### src/rtl/xram_stream_packer_pkg.sv
// Shared configuration for the XRAM stream packer slice.
// Holds the default geometry (pixel width, lanes per write word, read-row
// width, address and length widths) and the packer state encoding.
package xram_stream_packer_pkg;

  localparam int unsigned DEF_INTWIDTH = 16;
  localparam int unsigned DEF_CORE_N   = 4;
  localparam int unsigned DEF_KSIZE    = 16;
  localparam int unsigned DEF_VAW      = 10;
  localparam int unsigned DEF_LENW     = 16;
  // Write words per XRAM read row; fixed by the XRAM bank decode.
  localparam int unsigned DEF_ITERA    = DEF_KSIZE / DEF_CORE_N;

  typedef enum logic [1:0] {
    S_IDLE = 2'd0,
    S_LOAD = 2'd1,
    S_PAD  = 2'd2,
    S_DONE = 2'd3
  } state_t;

endpackage

### src/rtl/xram_stream_packer_lanes.sv
// xram_lane_packer: lane assembly for the XRAM write word.
// Decodes the lane write enable from the lane index, accumulates pixels into
// a staging word and transfers it to the output word register when the word
// closes. Lanes never written since the last close stay zero. A pad request
// loads an all-zero word.
// Ports:
//   clk, rst  clock, synchronous active-high reset
//   clr       discard the partially assembled word
//   beat      a pixel is accepted this cycle
//   close     the accepted pixel completes the word
//   pad       load an all-zero output word
//   lane      lane index for the accepted pixel
//   data      accepted pixel
//   word      registered packed output word, lane 0 in the LSBs
module xram_lane_packer #(
  parameter int unsigned INTWIDTH = 16,
  parameter int unsigned CORE_N   = 4,
  parameter int unsigned LANEW    = 2
) (
  input  logic                       clk,
  input  logic                       rst,
  input  logic                       clr,
  input  logic                       beat,
  input  logic                       close,
  input  logic                       pad,
  input  logic [LANEW-1:0]           lane,
  input  logic [INTWIDTH-1:0]        data,
  output logic [INTWIDTH*CORE_N-1:0] word
);

  logic [INTWIDTH*CORE_N-1:0] acc;
  logic [INTWIDTH*CORE_N-1:0] acc_next;

  always_comb begin
    acc_next = acc;
    for (int unsigned i = 0; i < CORE_N; i++) begin
      if (beat && (lane == LANEW'(i))) begin
        acc_next[i*INTWIDTH +: INTWIDTH] = data;
      end
    end
  end

  always_ff @(posedge clk) begin
    if (rst) begin
      acc  <= '0;
      word <= '0;
    end else begin
      // The closing pixel bypasses the staging register so the word is
      // presented one cycle after its last beat.
      if (clr || (beat && close)) begin
        acc <= '0;
      end else if (beat) begin
        acc <= acc_next;
      end

      if (beat && close) begin
        word <= acc_next;
      end else if (pad) begin
        word <= '0;
      end
    end
  end

endmodule

### src/rtl/xram_stream_packer.sv
// xram_stream_packer: packs a serial pixel stream into XRAM write words.
// Accepts INTWIDTH-bit pixels on a valid/ready handshake, packs CORE_N per
// word and writes them at incrementing word addresses from base_addr. The
// final read row is zero-padded to an ITERA-word boundary, then wr_finish
// pulses once.
// Ports:
//   clk, rst     clock, synchronous active-high reset
//   start        transfer request, sampled only when idle
//   base_addr    first word address
//   len          number of pixels (0 finishes immediately)
//   abort        synchronous cancel
//   s_data/s_valid/s_ready  pixel stream
//   X_wr/X_din/X_din_valid  XRAM write port
//   wr_finish    one-cycle completion pulse
//   busy         not idle
module xram_stream_packer
  import xram_stream_packer_pkg::*;
#(
  parameter int unsigned INTWIDTH = DEF_INTWIDTH,
  parameter int unsigned CORE_N   = DEF_CORE_N,
  parameter int unsigned KSIZE    = DEF_KSIZE,
  parameter int unsigned VAW      = DEF_VAW,
  parameter int unsigned LENW     = DEF_LENW
) (
  input  logic                       clk,
  input  logic                       rst,
  input  logic                       start,
  input  logic [VAW-1:0]             base_addr,
  input  logic [LENW-1:0]            len,
  input  logic                       abort,
  input  logic [INTWIDTH-1:0]        s_data,
  input  logic                       s_valid,
  output logic                       s_ready,
  output logic [VAW-1:0]             X_wr,
  output logic [INTWIDTH*CORE_N-1:0] X_din,
  output logic                       X_din_valid,
  output logic                       wr_finish,
  output logic                       busy
);

  localparam int unsigned ITERA = KSIZE / CORE_N;
  localparam int unsigned LANEW = (CORE_N > 1) ? $clog2(CORE_N) : 1;
  localparam int unsigned ITERW = (ITERA > 1) ? $clog2(ITERA) : 1;

  state_t state, state_next;

  logic [VAW-1:0]   base_q;
  logic [LENW-1:0]  len_q;
  logic [LENW-1:0]  elem_cnt;
  logic [VAW-1:0]   word_cnt;
  logic [LANEW-1:0] lane_cnt;

  logic [VAW-1:0]   addr_cur;
  logic [VAW-1:0]   addr_after;
  logic             load_start;
  logic             beat;
  logic             last;
  logic             close;
  logic             pad_wr;

  assign addr_cur   = base_q + word_cnt;
  assign addr_after = addr_cur + VAW'(1);

  always_ff @(posedge clk) begin
    if (rst) begin
      state <= S_IDLE;
    end else begin
      state <= state_next;
    end
  end

  always_comb begin
    state_next = state;
    load_start = 1'b0;
    beat       = 1'b0;
    last       = 1'b0;
    close      = 1'b0;
    pad_wr     = 1'b0;
    s_ready    = 1'b0;
    wr_finish  = 1'b0;
    busy       = (state != S_IDLE);

    case (state)
      S_IDLE: begin
        if (start && !abort) begin
          load_start = 1'b1;
          state_next = (len == '0) ? S_DONE : S_LOAD;
        end
      end
      S_LOAD: begin
        s_ready = 1'b1;
        beat    = s_valid;
        if (beat) begin
          last  = ((elem_cnt + LENW'(1)) == len_q);
          close = last || (lane_cnt == LANEW'(CORE_N - 1));
          if (last) begin
            state_next = (addr_after[ITERW-1:0] != '0) ? S_PAD : S_DONE;
          end
        end
      end
      S_PAD: begin
        pad_wr = 1'b1;
        if (addr_cur[ITERW-1:0] == ITERW'(ITERA - 1)) begin
          state_next = S_DONE;
        end
      end
      S_DONE: begin
        // Entered together with the final registered write (if any); the
        // pulse is held back until that write has been presented.
        wr_finish  = !X_din_valid;
        state_next = X_din_valid ? S_DONE : S_IDLE;
      end
      default: state_next = S_IDLE;
    endcase

    if (abort) begin
      state_next = S_IDLE;
    end
  end

  always_ff @(posedge clk) begin
    if (rst) begin
      base_q      <= '0;
      len_q       <= '0;
      elem_cnt    <= '0;
      word_cnt    <= '0;
      lane_cnt    <= '0;
      X_wr        <= '0;
      X_din_valid <= 1'b0;
    end else begin
      // Writes decided in an abort cycle are still emitted.
      X_din_valid <= close || pad_wr;
      if (close || pad_wr) begin
        X_wr <= addr_cur;
      end

      if (abort) begin
        elem_cnt <= '0;
        word_cnt <= '0;
        lane_cnt <= '0;
      end else if (load_start) begin
        base_q   <= base_addr;
        len_q    <= len;
        elem_cnt <= '0;
        word_cnt <= '0;
        lane_cnt <= '0;
      end else begin
        if (beat) begin
          elem_cnt <= elem_cnt + LENW'(1);
          lane_cnt <= close ? '0 : lane_cnt + LANEW'(1);
        end
        if (close || pad_wr) begin
          word_cnt <= word_cnt + VAW'(1);
        end
      end
    end
  end

  xram_lane_packer #(
    .INTWIDTH (INTWIDTH),
    .CORE_N   (CORE_N),
    .LANEW    (LANEW)
  ) u_lanes (
    .clk   (clk),
    .rst   (rst),
    .clr   (load_start || abort),
    .beat  (beat),
    .close (close),
    .pad   (pad_wr),
    .lane  (lane_cnt),
    .data  (s_data),
    .word  (X_din)
  );

endmodule
### config.mk
export PLATFORM = sky130hd
export DESIGN_NAME = xram_stream_packer
export DESIGN_NICKNAME = d
export VERILOG_FILES = /design/src/rtl/xram_stream_packer_pkg.sv /design/src/rtl/xram_stream_packer_lanes.sv /design/src/rtl/xram_stream_packer.sv
export SDC_FILE = /design/constraint.sdc
export NUM_CORES = 1
export LEC_CHECK = 0
export CORE_UTILIZATION = 54
export CTS_BUF_LIST = sky130_fd_sc_hd__clkbuf_16
export CTS_CLUSTER_DIAMETER = 100
export CTS_CLUSTER_SIZE = 14
export DETAILED_ROUTE_END_ITERATION = 10
export PLACE_DENSITY = 0.88
export RECOVER_POWER = 25
export SYNTH_ARGS = -nofsm -noshare
export SYNTH_HDL_FRONTEND = slang
export SYNTH_SLANG_ARGS = --single-unit
### constraint.sdc
create_clock -name clk -period 3.2 [get_ports clk]
set_input_delay 0.64 -clock clk [delete_from_list [all_inputs] [get_ports clk]]
set_output_delay 0.64 -clock clk [all_outputs]
set_load 0.01 [all_outputs]
Yosys cells after proc, flatten, opt, wreduce, memory -nomap -nowiden --
Cells that the tools add are included.
Storage, ports and cells: word-level logic and storage cells 74, input bits 47, output and inout bits 78, bits in registers 195
Operators by class: equal/unequal tests 12, $add $sub $neg 5, muxes and demuxes 23, reduce and logical (&&, ||, !) cells 23, bitwise logic cells 1
Operator list (number):
- 64-bit two-way mux | 2
- 16-bit two-way mux | 4
- 16-bit by 1-bit adder with 16-bit output, second input constant | 1
- 16-bit equality test | 1
- 16-bit logical NOT | 1
- 2-bit two-way mux | 7
- 10-bit by 1-bit adder with 10-bit output, second input constant | 1
- 10-bit adder | 1
- 2-bit equality test, second input constant | 5
- 1-bit two-way mux | 9
- 2-bit inequality test, second input constant | 4
- 2-bit case mux with 4 select lines | 1
- 1-bit logical AND | 6
- 2-bit nonzero test | 3
- 2-bit by 1-bit adder with 2-bit output, second input constant | 2
- 2-bit by 1-bit equality test with 1-bit output, second input constant | 2
- 2-bit logical NOT | 2
- 1-bit logical OR | 4
- 4-bit AND reduction | 1
- 2-bit OR reduction | 2
- 3-bit OR reduction | 1
- 1-bit logical NOT | 2
- 2-bit AND reduction | 1
- 1-bit inverter | 1

Logic depth before layout (Yosys ltp) --
Gate-level depths: netlist of run 1.
depth in word-level cells 8, depth in mapped cells 12, mapped depth without buffers 10

Cells and area by module --
From an unflattened synthesis of run 1, not the netlist that was laid out.
Unflattened totals: cell total of the unflattened synthesis 1016, area total of the unflattened synthesis 8692.1 um2
By module, submodules not included:
- xram_lane_packer | area an instance 5109.9 um2, instances 1, sequential area each 2562.5 um2, cells each 583
- xram_stream_packer | area an instance 3582.2 um2, instances 1, sequential area each 1341.3 um2, cells each 433

Worst setup path after synthesis of run 1 --
Ideal clock, no wire load.
path kind register to register, start register elem_cnt[0], end register lane_cnt[1], setup time 0.128 ns, required time 3.072 ns, slack 0.265 ns, period minus slack after synthesis 2.935 ns, buffers on the path 3, cell stages (with the launch flop) 13, arrival 2.808 ns, path through dfxtp_1 ha_1 nand3_1 buf_2 o21a_1 or4_1 a32o_1 o41ai_4 and2_1 buf_4 buf_2 a2bb2oi_1 nor2_1
Between the ends: longest elaborated chain between the ends 6
Ends and longest elaborated chain:
- start, declared | RTL line xram_stream_packer.sv:49 | logic [LENW-1:0] elem_cnt;
- start signal, assigned | RTL line xram_stream_packer.sv:149 | elem_cnt <= elem_cnt + LENW'(1);
- 16-bit by 1-bit adder with 16-bit output | RTL line xram_stream_packer.sv:94 | last = ((elem_cnt + LENW'(1)) == len_q);
- 16-bit equality test | RTL line xram_stream_packer.sv:94
- 1-bit logical OR | RTL line xram_stream_packer.sv:95 | close = last || (lane_cnt == LANEW'(CORE_N - 1));
- 1-bit two-way mux | RTL line xram_stream_packer.sv:93 | if (beat) begin
- 1-bit two-way mux | RTL line xram_stream_packer.sv:83 | case (state)
- 2-bit two-way mux | RTL line xram_stream_packer.sv:150 | lane_cnt <= close ? '0 : lane_cnt + LANEW'(1);
- end signal, assigned | RTL line xram_stream_packer.sv:150
- end, declared | RTL line xram_stream_packer.sv:51 | logic [LANEW-1:0] lane_cnt;
Every way passes these cells. A chain may end at the register's enable or synchronous reset.

Worst setup path in the final report of run 1 --
start register elem_cnt[3], end register word_cnt[5]
Between the ends: longest elaborated chain between the ends 6
Ends and longest elaborated chain:
- 16-bit by 1-bit adder with 16-bit output | RTL line xram_stream_packer.sv:94
- 16-bit equality test | RTL line xram_stream_packer.sv:94
- 1-bit logical OR | RTL line xram_stream_packer.sv:95
- 1-bit two-way mux | RTL line xram_stream_packer.sv:93
- 1-bit two-way mux | RTL line xram_stream_packer.sv:83
- 1-bit logical OR | RTL line xram_stream_packer.sv:152 | if (close || pad_wr) begin
- end signal, assigned | RTL line xram_stream_packer.sv:153 | word_cnt <= word_cnt + VAW'(1);
- end, declared | RTL line xram_stream_packer.sv:50 | logic [VAW-1:0] word_cnt;
Every way passes these cells.

==> reports/qor.csv, run 1 <==
metric,value,unit
Gate Count Post-Synth,924,
simple-gate share of the synthesized area,22.1,%
mux contribution to synthesized area,9.36,%
CTS Buf Count,17,
post-synthesis sequential area ratio,48.0,%
ys flop type,dfxtp_1,
clock root cell,clkbuf_16,
buffers added on ports,124,
Post-Syn Area,8130,µm²
Yosys reg bits,195,
"EDFF count, synth",0,
final setup violation count,0,
min Tclk post-route,3.04,ns
vias per std cell,5.45,
number of I/O pins,125,
pins over their slew limit,0,
critical path type,flip-flop to flip-flop,
met3 wire length,1300,µm
Worst Path Arrival,3.39,ns
vias in the first global route,6284,
pwr/cell area,471,nW/µm²
leading area contributor after synthesis,dfxtp_1,
layout cells sized above 1,6.69,%
Slew headroom,20.8,%
TritonCTS clock tree,done,
initial DRC count,412,
routed vias,6704,
largest net degree at the start of global routing,76,
Synth cell types,44,
final wirelength,19300,µm
CTS max path bufs,2,
Synth top cells by count,"dfxtp_1, nand2_1, a21oi_1",
CP Capture Type,flip-flop,
Setup TNS,0,ns
leakage power,0.00416,µW
Yosys warning count,0,
Clock transition at path regs,0.07,ns
RSZ-0062 raised after global routing,no,
Max-Cap Viols,0,
highest routed layer,met4,
Worst setup SP type,flip-flop,
gr usage total,25.2,%
Mapped Nets,987,
# nets final,1096,
metal2 WL,9170,µm
Clock Latency Late Sink,0.44,ns
Post-DRT Antenna Nets,0,
dpl hpwl,12700,µm
f_max,329,MHz
VDD IR max,0.367,mV
first-pass GRT wire length,31500,µm
DIE AREA,15500,µm²
Avg Inst Size Synth,8.79,µm²
fraction of registers with async set/reset,0,%
DR DRC count,0,
area added between synthesis and finish,24.7,%
DRT Pass-1 Iters,5,
fillers,1080,
largest family of logic cells by synthesized area,simple AND/OR/NAND/NOR gates,
initial antenna violation count,0,
post-synth top area share,48.0,%
Synth area leaders,"dfxtp_1, mux2i_1, a21oi_1",
routability cong.,0.893,
CP Max Fanout,27,
Clock Skews,0.0173,ns
hold_ws,0.447,ns
Slew @ Worst Pin,1.19,ns
"count leader, synth",dfxtp_1,
Synth Area in XOR/XNOR,4.53,%
status,"complete, no violations",
Die H,125,µm
Synth Area in Adders,2.56,%
Fin. Hold Viols,0,
initial core utilization,55.7,%
Critical Path RT,3.55,ns
Worst Hold Class,flip-flop to flip-flop,
crit share post-route,94.9,%
total grt overflow,0,
H-tree levels,4,
n_diodes,0,
Die X,125,µm
CTS sink count,195,
Compound-Gate Fraction of Synth Area,9.98,%
Core Area,14600,µm²
average wire per cell in the routed design,15.7,µm
# rows,44,
met1 WL,8470,µm
[state kept, by name, summed over array words and instances, names as in the netlist]
register,cells
lane_cnt,2
X_din_valid,1
base_q,10
state,2
X_wr,10
u_lanes.acc,64
word_cnt,10
u_lanes.word,64
len_q,16
elem_cnt,16
[cell type report]
class	instances	area [µm²]	area share, %
Inverter	12	45.0	0.444
Tap cell	184	230	2.27
Sequential cell	195	3910	38.6
Multi-Input combinational cell	663	3950	39.0
Clock inverter	15	146	1.44
Clock buffer	17	425	4.20
Timing Repair Buffer	144	1420	14.0
[final timing paths]
path                         start                to  slack [ns]  cells after the start
setup / recovery       elem_cnt[3]       word_cnt[5]        0.16                     10
hold / removal    u_lanes.word[44]  u_lanes.word[44]        0.45                      2
setup reg to reg       elem_cnt[3]       word_cnt[5]        0.16                     10
hold reg to reg   u_lanes.word[44]  u_lanes.word[44]        0.45                      2
[worst max-delay path: stages (launching register included)]
cell      delay (ns)
dfxtp_2         0.39
nand4_1         0.23
buf_4           0.22
nor4_1          0.24
nand2_1         0.08
a2111o_1        0.47
o41ai_4         0.42
a22oi_2         0.17
buf_12          0.22
or3_1           0.36
a21oi_1         0.16
[layout by cell type, fill, tap and decap left out, drive strengths merged, types with 10 or more instances in the layout]
| cell type | synthesis | routed |
|---|---|---|
| a21oi | 113 | 113 |
| buf | 21 | 20 |
| clkbuf | 33 | 18 |
| clkdlybuf4s50 | 0 | 87 |
| dfxtp | 195 | 195 |
| dlygate4sd3 | 0 | 36 |
| ha | 15 | 15 |
| inv | 12 | 19 |
| mux2i | 76 | 76 |
| nand2 | 145 | 145 |
| nand2b | 71 | 71 |
| nand3 | 14 | 14 |
| nor2 | 102 | 102 |
| nor3 | 10 | 10 |
| o21ai | 13 | 13 |
| or3 | 14 | 14 |
| xnor2 | 24 | 24 |
| xor2 | 18 | 18 |
[cells by family after synthesis]
group,Yosys count
AO/OA/AOI/OAI,145
buffers and inverters,66
XOR/XNOR,42
adder cells (fa/ha/maj),16
multiplexers,76
flip-flops,195
AND/OR/NAND/NOR,384
[per-layer routing]
layer | vias up | track usage, %
li1 | 3305 | -
met1 | 3172 | 32.2
met2 | 201 | 41.6
met3 | 26 | 6.31
met4 | 0 | 7.87
met5 | - | 0
[where the power goes]
part | internal, µW | switching (µW) | total, µW
Combinational | 106 | 138 | 244
Clock | 1100 | 972 | 2070
Sequential | 2440 | 15.4 | 2460
Total | 3640 | 1120 | 4770
[per-stage QoR]
step / power, µW / cells / worst slack (ns) / utilization [%] / area, µm²
after CTS: 4790 / 1229 / 0.0182 / 69.3 / 10100
after global routing: 4930 / 1230 / 0.0270 / 69.5 / 10100
after global placement: 2750 / 1197 / 0.0844 / 65.4 / 9540
after floorplan: 2640 / 924 / 0.265 / - / 8130
after detailed placement: 2760 / 1197 / 0.0710 / 65.4 / 9540
final: 4770 / 1230 / 0.163 / 69.5 / 10100
[what timing repair did]
action / CTS / global route
resized for setup: 0 / 9
hold buffers: 0 / 0
setup buffers: 0 / 1
endpoints found under the setup margin: 0 / 43
No activity file was read; power rests on OpenSTA's default activity.
==> run 2, diff against run 1 <==
--- a/config.mk
+++ b/config.mk
@@ -5,6 +5,7 @@
 export SDC_FILE = /design/constraint.sdc
 export NUM_CORES = 1
 export LEC_CHECK = 0
+export ABC_AREA = 0
 export CORE_UTILIZATION = 54
 export CTS_BUF_LIST = sky130_fd_sc_hd__clkbuf_16
 export CTS_CLUSTER_DIAMETER = 100
@@ -12,6 +13,7 @@
 export DETAILED_ROUTE_END_ITERATION = 10
 export PLACE_DENSITY = 0.88
 export RECOVER_POWER = 25
+export SKIP_LAST_GASP = 1
 export SYNTH_ARGS = -nofsm -noshare
 export SYNTH_HDL_FRONTEND = slang
 export SYNTH_SLANG_ARGS = --single-unit
==> results of run 2 <==
Same layout as run 1: the final DEF is identical, and so are final timing and power.
